## config.mk

```make
export PLATFORM = sky130hd
export DESIGN_NAME = bcd_excess3_seq_ctrl
export DESIGN_NICKNAME = d
export VERILOG_FILES = /design/src/rtl/bcd_excess3_seq_ctrl.sv
export SDC_FILE = /design/constraint.sdc
export NUM_CORES = 1
export LEC_CHECK = 0
export BUFFER_PORTS_ARGS = -buffer_cell sky130_fd_sc_hd__buf_2
export CAP_MARGIN = 20
export CELL_PAD_IN_SITES_DETAIL_PLACEMENT = 0
export CELL_PAD_IN_SITES_GLOBAL_PLACEMENT = 2
export CORE_ASPECT_RATIO = 0.7
export CORE_UTILIZATION = 33
export CTS_BUF_LIST = sky130_fd_sc_hd__clkbuf_8
export DETAILED_ROUTE_END_ITERATION = 10
export PLACE_DENSITY = 0.88
export SLEW_MARGIN = 15
export SYNTH_ARGS = -nofsm -noshare
export SYNTH_HDL_FRONTEND = slang
export SYNTH_SLANG_ARGS = --single-unit
```

## constraint.sdc

```tcl
create_clock -name clk -period 2.1 [get_ports clk]
set_input_delay 0.42 -clock clk [delete_from_list [all_inputs] [get_ports clk]]
set_output_delay 0.42 -clock clk [all_outputs]
set_load 0.01 [all_outputs]
```

## src/rtl/bcd_excess3_seq_ctrl.sv

```systemverilog
`default_nettype none
// ============================================================================
// Module      : bcd_excess3_seq_ctrl
// Description : Sequential packed-BCD to Excess-3 converter. A word is
//               captured on a valid/ready handshake, converted one digit per
//               cycle (digit 0 first) through a single shared 4-bit adder,
//               and presented with a sticky invalid-digit flag until the
//               consumer accepts it.
// Revision    : 1.0 - initial release
// ============================================================================
module bcd_excess3_seq_ctrl #(
    parameter int NDIG = 4
) (
    input  logic              clk,
    input  logic              rst,
    input  logic              in_valid,
    output logic              in_ready,
    input  logic [4*NDIG-1:0] in_bcd,
    output logic              out_valid,
    input  logic              out_ready,
    output logic [4*NDIG-1:0] out_xs3,
    output logic              out_err,
    output logic              busy
);

    // Digit index width; a single-digit build still needs a 1-bit index.
    localparam int IDX_W = (NDIG > 1) ? $clog2(NDIG) : 1;
    localparam logic [IDX_W-1:0] c_LAST_IDX = IDX_W'(NDIG - 1);
    localparam logic [IDX_W-1:0] c_IDX_ONE  = IDX_W'(1);
    localparam logic [3:0]       c_XS3_BIAS = 4'd3;
    localparam logic [3:0]       c_BCD_MAX  = 4'd9;

    typedef enum logic [1:0] {
        S_IDLE = 2'd0,
        S_CONV = 2'd1,
        S_DONE = 2'd2
    } state_t;

    // Registered state
    state_t              r_state_q;
    logic [IDX_W-1:0]    r_idx_q;
    logic [4*NDIG-1:0]   r_word_q;
    logic [4*NDIG-1:0]   r_result_q;
    logic                r_err_q;
    logic                r_out_valid_q;
    logic                r_in_ready_q;
    logic                r_busy_q;

    // Next-state values
    state_t              w_state_d;
    logic [IDX_W-1:0]    w_idx_d;
    logic [4*NDIG-1:0]   w_word_d;
    logic [4*NDIG-1:0]   w_result_d;
    logic                w_err_d;
    logic                w_out_valid_d;
    logic                w_in_ready_d;
    logic                w_busy_d;

    // Shared converter datapath
    logic [3:0]          w_digit;
    logic [3:0]          w_xs3;
    logic                w_digit_bad;

    // Select the current digit and bias it by 3; the adder carry is dropped
    // so out-of-range digits simply wrap rather than saturate.
    always_comb begin
        w_digit     = r_word_q[{r_idx_q, 2'b00} +: 4];
        w_xs3       = w_digit + c_XS3_BIAS;
        w_digit_bad = (w_digit > c_BCD_MAX);
    end

    // Next-state and next-output computation for the IDLE/CONV/DONE sequencer.
    always_comb begin
        w_state_d     = r_state_q;
        w_idx_d       = r_idx_q;
        w_word_d      = r_word_q;
        w_result_d    = r_result_q;
        w_err_d       = r_err_q;
        w_out_valid_d = r_out_valid_q;
        w_in_ready_d  = r_in_ready_q;
        w_busy_d      = r_busy_q;

        case (r_state_q)
            S_IDLE: begin
                // Previous result stays visible until a new word arrives.
                if (in_valid && r_in_ready_q) begin
                    w_word_d      = in_bcd;
                    w_result_d    = '0;
                    w_err_d       = 1'b0;
                    w_idx_d       = '0;
                    w_state_d     = S_CONV;
                    w_in_ready_d  = 1'b0;
                    w_busy_d      = 1'b1;
                end
            end

            S_CONV: begin
                // One nibble per cycle; in_valid is not looked at here.
                w_result_d[{r_idx_q, 2'b00} +: 4] = w_xs3;
                w_err_d = r_err_q | w_digit_bad;
                if (r_idx_q == c_LAST_IDX) begin
                    w_state_d     = S_DONE;
                    w_out_valid_d = 1'b1;
                end else begin
                    w_idx_d = r_idx_q + c_IDX_ONE;
                end
            end

            S_DONE: begin
                // Result held until accepted; always return through IDLE.
                if (out_ready) begin
                    w_state_d     = S_IDLE;
                    w_out_valid_d = 1'b0;
                    w_in_ready_d  = 1'b1;
                    w_busy_d      = 1'b0;
                end
            end

            default: begin
                w_state_d     = S_IDLE;
                w_idx_d       = '0;
                w_out_valid_d = 1'b0;
                w_in_ready_d  = 1'b1;
                w_busy_d      = 1'b0;
            end
        endcase
    end

    // State register with synchronous reset; reset wins over any handshake.
    always_ff @(posedge clk) begin
        if (rst) begin
            r_state_q     <= S_IDLE;
            r_idx_q       <= '0;
            r_word_q      <= '0;
            r_result_q    <= '0;
            r_err_q       <= 1'b0;
            r_out_valid_q <= 1'b0;
            r_in_ready_q  <= 1'b1;
            r_busy_q      <= 1'b0;
        end else begin
            r_state_q     <= w_state_d;
            r_idx_q       <= w_idx_d;
            r_word_q      <= w_word_d;
            r_result_q    <= w_result_d;
            r_err_q       <= w_err_d;
            r_out_valid_q <= w_out_valid_d;
            r_in_ready_q  <= w_in_ready_d;
            r_busy_q      <= w_busy_d;
        end
    end

    assign in_ready  = r_in_ready_q;
    assign out_valid = r_out_valid_q;
    assign out_xs3   = r_result_q;
    assign out_err   = r_err_q;
    assign busy      = r_busy_q;

endmodule
`default_nettype wire

```

Word-level counts from Yosys, hierarchy flattened:

Cells that the tools add are included.

* register bits: 40
* output and inout bits: 20

* order comparisons: 1
* bitwise logic cells: 4
* reduce and logical (&&, ||, !) cells: 9
* add/sub/neg operators: 3
* muxes and demuxes: 19
* shift-type cells: 3
* equality and inequality tests: 7

Operator list (number)
* $pmux 16 s2: 1
* $bwmux 16: 1
* $mux 16: 1
* $shift 4x6->16 const A: 1
* $shiftx 16x5->4: 1
* $shiftx 4x6->16: 1
* $pmux 2 s3: 2
* $reduce_and 3->1: 4
* $mux 2: 5
* $pmux 1 s3: 3
* $ne 2x2->1 const B: 4
* $neg 4->6: 1
* $mux 1: 5
* $add 4x2->4 const B: 1
* $eq 2x2->1 const B: 2
* $gt 4x4->1 const B: 1
* $reduce_and 2->1: 2
* $not 1->1: 3
* $add 2x1->2 const B: 1
* $eq 2x1->1 const B: 1
* $logic_not 2->1: 1
* $pmux 1 s2: 1
* $reduce_bool 2->1: 1
* $logic_and 1x1->1: 1
* $or 1x1->1: 1

Logic depth before layout (Yosys ltp):

* depth after elaboration: 5
* depth in mapped cells: 8
* depth with buffers taken out: 7

Worst setup path after synthesis:

No wires, ideal clock.

* kind: register to register
* from: reg r_idx_q[0]
* to: reg r_result_q[7] (netlist: out_xs3[7])
* path slack: 210 ps
* clock period less this slack: 1890 ps
* cell stages (with the launch flop): 8
* required time: 1978 ps
* path buffers: 1
* data arrival time: 1767 ps
* cell sequence: dfxtp_1 buf_6 inv_1 ha_1 nor4bb_1 and3_2 and4_1 a311o_1

* longest elaborated chain between the ends: 5
* elaborated cells on any way between the ends: 7
* those cells by class: add/sub (2); shift (3); mux (2)

Ends and longest elaborated chain
* start: declaration: line 41 `logic [IDX_W-1:0] r_idx_q;`
* start signal: assignment: line 142 `r_idx_q <= w_idx_d;`
* $shiftx 16x5->4: line 67 `w_digit = r_word_q[{r_idx_q, 2'b00} +: 4];`
* $add 4x2->4: line 68 `w_xs3 = w_digit + c_XS3_BIAS;`
* $shiftx 4x6->16: line 99 `w_result_d[{r_idx_q, 2'b00} +: 4] = w_xs3;`
* $bwmux 16 (*): line 99
* $pmux 16 s2 (*): line 83 `case (r_state_q)`
* end signal: assignment: line 144 `r_result_q <= w_result_d;`
* end: declaration: line 43 `logic [4*NDIG-1:0] r_result_q;`

Every way passes the cells marked *; elsewhere a longest branch is shown, timed or not.
A chain may end at the register's enable or synchronous reset.

Worst setup path in the final report:

Ends and elaborated chain as after synthesis.

==> impl_metrics.csv <==
group,metric,value,unit
outcome,outcome,"completed",
worst_setup_path,crit_path_start_kind,"flip-flop",
clocking,clkTransAtPathRegs,0.08,ns
route,wl_per_cell,13.49,um
floorplan,start_util,34.32,%
worst_setup_path,end_kind,"flip-flop",
timing,setup_tns,0,ns
route,wirelength,4329,um
route,vias,1553,
worst_hold_path,worstHoldEndpoint,"r_word_q[1]",
placement,dpl_cell_area,0.002127,mm^2
cells_and_area,multiInputGateArea,908.4,um^2
power,power_density,764.1,mW/mm^2
synth,syn_area,0.001804,mm^2
synth,syn_inst,201,
worst_hold_path,whs_path_depth,3,
floorplan,core,0.005258,mm^2
worst_setup_path,crit_arrival,2.17,ns
timing,drv_slew,0,
flow_run,cap_violations,0,
placement,io_buffer_count,39,
worst_setup_path,crit_type,"reg2reg",
synth,ys.flop_type,"dfxtp_1",
clocking,clkSinkCount,40,
floorplan,top_level_ports,40,
grt,grt_usage,15.95,%
placement,gp_congestion,0.7500,
clocking,cts_max_path_buffers,2,
timing,hold_violations,0,
timing,finalCritPeriodShare,91.84,%
synth,synth_common_cells,"dfxtp_1 (40), nand2_1 (34), a21oi_1 (28), nor2_1 (17), a22oi_1 (10)",
worst_hold_path,hold_class,"in2reg",
floorplan,die_y,63.87,um
route,routed_via_density,4.838,
worst_setup_path,regToRegSetupSlack,0.17,ns
placement,dp_hpwl,3089,um
cells_and_area,nets,274,
cells_and_area,final_cell_area,0.002236,mm^2
synth,synth_edf_count,0,
synth,yosys_warnings,0,
clocking,htree_num_levels,2,
timing,setup_violations,0,
cells_and_area,n_fill_cell,532,
synth,async_flop_share,0,%
synth,syn_nets,227,
worst_setup_path,worstPathMaxFanout,7,
floorplan,rows,22,
timing,timing.hold.ws,0.3573,ns
synth,synth_top_area_share,44.38,%
cells_and_area,area.growth.synth_to_final,23.92,%
route,drt_iter0_markers,64,
synth,synth_top_cells_by_area,"dfxtp_1 (44%), a21oi_1 (7.8%), nand2_1 (7.1%)",
timing,layout_min_cycle_time,1.929,ns
clocking,cts_made_buffers,5,
route,dr.pass1.iters,4,
clocking,cts_tree,"built",
timing,fmax,518.5,MHz
synth,synth_top_cell_by_area,"dfxtp_1",
worst_setup_path,reg2reg_from,"r_idx_q[0]",
grt,grt_pass1_wl,7251,um
synth,synth-seq-cells,40,
power,vdd.ir_drop.worst,329.1,uV
floorplan,die-area,0.005772,mm^2
timing,final.setup_skew,0.009235,ns
timing,rsz0062_at_grt,"no",
grt,grt_pass1_vias,1467,
power,power_leakage,0.9363,nW
floorplan,dieWidth,90.38,um
worst_setup_path,r2r-end,"out_xs3[7]",
worst_setup_path,worstPathRequired,2.34,ns
clocking,clk_latency,0.29,ns
synth,ys_seq_area_share,44.38,%
worst_setup_path,worstRegToRegCells,6,
synth,synth_most_common_cell,"dfxtp_1",
cells_and_area,drive_gt1_share,28.11,%
synth,synth_cell_types,41,
cells_and_area,num_antenna_cells,0,
route,ant_nets,0,
timing,worstMarginPinSlew,0.4088,ns
synth,synth.avg_cell_area,8.976,um^2
grt,antenna_found_initial,0,
timing,relSlewSlack,72.74,%
grt,grt-ovfl-total,0,
route,drc,0,
worst_hold_path,hp-start,"in_bcd[1]",
cells_and_area,seq_area,802.0,um^2
grt,grt_max_degree,19,
clocking,cts-root-buf,"clkbuf_8",
## where the power goes
| part | total (mW) | internal, mW | switching (mW) |
|---|---|---|---|
| clock network | 0.623 | 0.348 | 0.275 |
| registers | 0.818 | 0.793 | 0.0255 |
| logic | 0.267 | 0.112 | 0.155 |
## metrics by stage
stage               util (%)  worst slack, ns  power [mW]  instances
floorplan                  -           0.2105       1.012        201
global placement       40.46           0.1328       1.103        313
detailed placement     40.46           0.1089       1.102        313
CTS                    42.50          0.09299       1.721        321
global route           42.53          0.01823       1.794        321
finish                 42.53           0.1713       1.708        321
## sequential cells by signal, summed over array words and instances (netlist names)
register and cells:
busy 1, in_ready 1, out_err 1, out_valid 1, out_xs3 16, r_idx_q 2, r_state_q 2, r_word_q 16
## layer usage
layer | vias to the layer above | wire length [um] | GRT usage (%)
li1 | 810 | - | -
met1 | 711 | 2382 | 24.62
met2 | 29 | 1709 | 21.28
met3 | 3 | 208 | 4.167
met4 | 0 | 29 | 4.234
met5 | - | 0 | 0
## layout make-up
class                   instances  area share, %
multi-input cells             141          40.63
clock buffers                   5          3.078
repair buffers                 52          13.09
clock inverters                 3          1.735
well taps                      72          4.029
inverters                       8          1.567
flip-flops and latches         40          35.87
## critical path: stages, from the launching register on
cell      delay [ns]
dfxtp_2         0.40
inv_1           0.11
ha_1            0.30
nor4bb_1        0.37
and3_2          0.29
nor4b_1         0.26
a311o_1         0.15
## cells in the final DEF, fill, tap and decap left out, types with 2 or more instances in the layout
| cell | n |
|---|---|
| nor2_1 | 17 |
| mux2i_1 | 2 |
| a311o_1 | 4 |
| clkbuf_8 | 5 |
| mux4_2 | 3 |
| and4_1 | 3 |
| a2bb2oi_1 | 2 |
| dfxtp_1 | 39 |
| ha_1 | 6 |
| inv_1 | 8 |
| nor3_1 | 2 |
| nand2b_1 | 3 |
| nand2_1 | 34 |
| nand3_1 | 3 |
| o21ai_0 | 2 |
| buf_2 | 39 |
| nor4b_1 | 3 |
| buf_4 | 13 |
| a22oi_1 | 10 |
| a21oi_1 | 28 |
## timing repair
action	CTS	global route
hold buffers	0	0
setup buffers	0	0
resized for setup	0	1
setup endpoints to repair	0	4
## cells by family after synthesis
logic type / Yosys count / synth area share, %
and+or+nand+nor: 77 / 21.50
AOI/OAI and AO/OA: 51 / 18.10
DFF: 40 / 44.38
buffers and inverters: 20 / 5.271
muxes: 6 / 5.686
adders and majority gates: 6 / 4.161
xor gates and xnor gates: 1 / 0.9018
## worst max-delay path by stage
| stage | startpoint | endpoint | slack [ns] | cells after the start |
|---|---|---|---|---|
| after detailed placement | r_idx_q[0] | out_xs3[7] | 0.11 | 6 |
| after floorplan | r_idx_q[0] | out_xs3[7] | 0.21 | 7 |
| after global placement | r_idx_q[0] | out_xs3[2] | 0.13 | 7 |
| after CTS | r_idx_q[0] | out_xs3[7] | 0.09 | 6 |
| after global routing | r_idx_q[0] | out_xs3[7] | 0.02 | 6 |
| final | r_idx_q[0] | out_xs3[7] | 0.17 | 6 |
(Power assumes the default switching activity.)
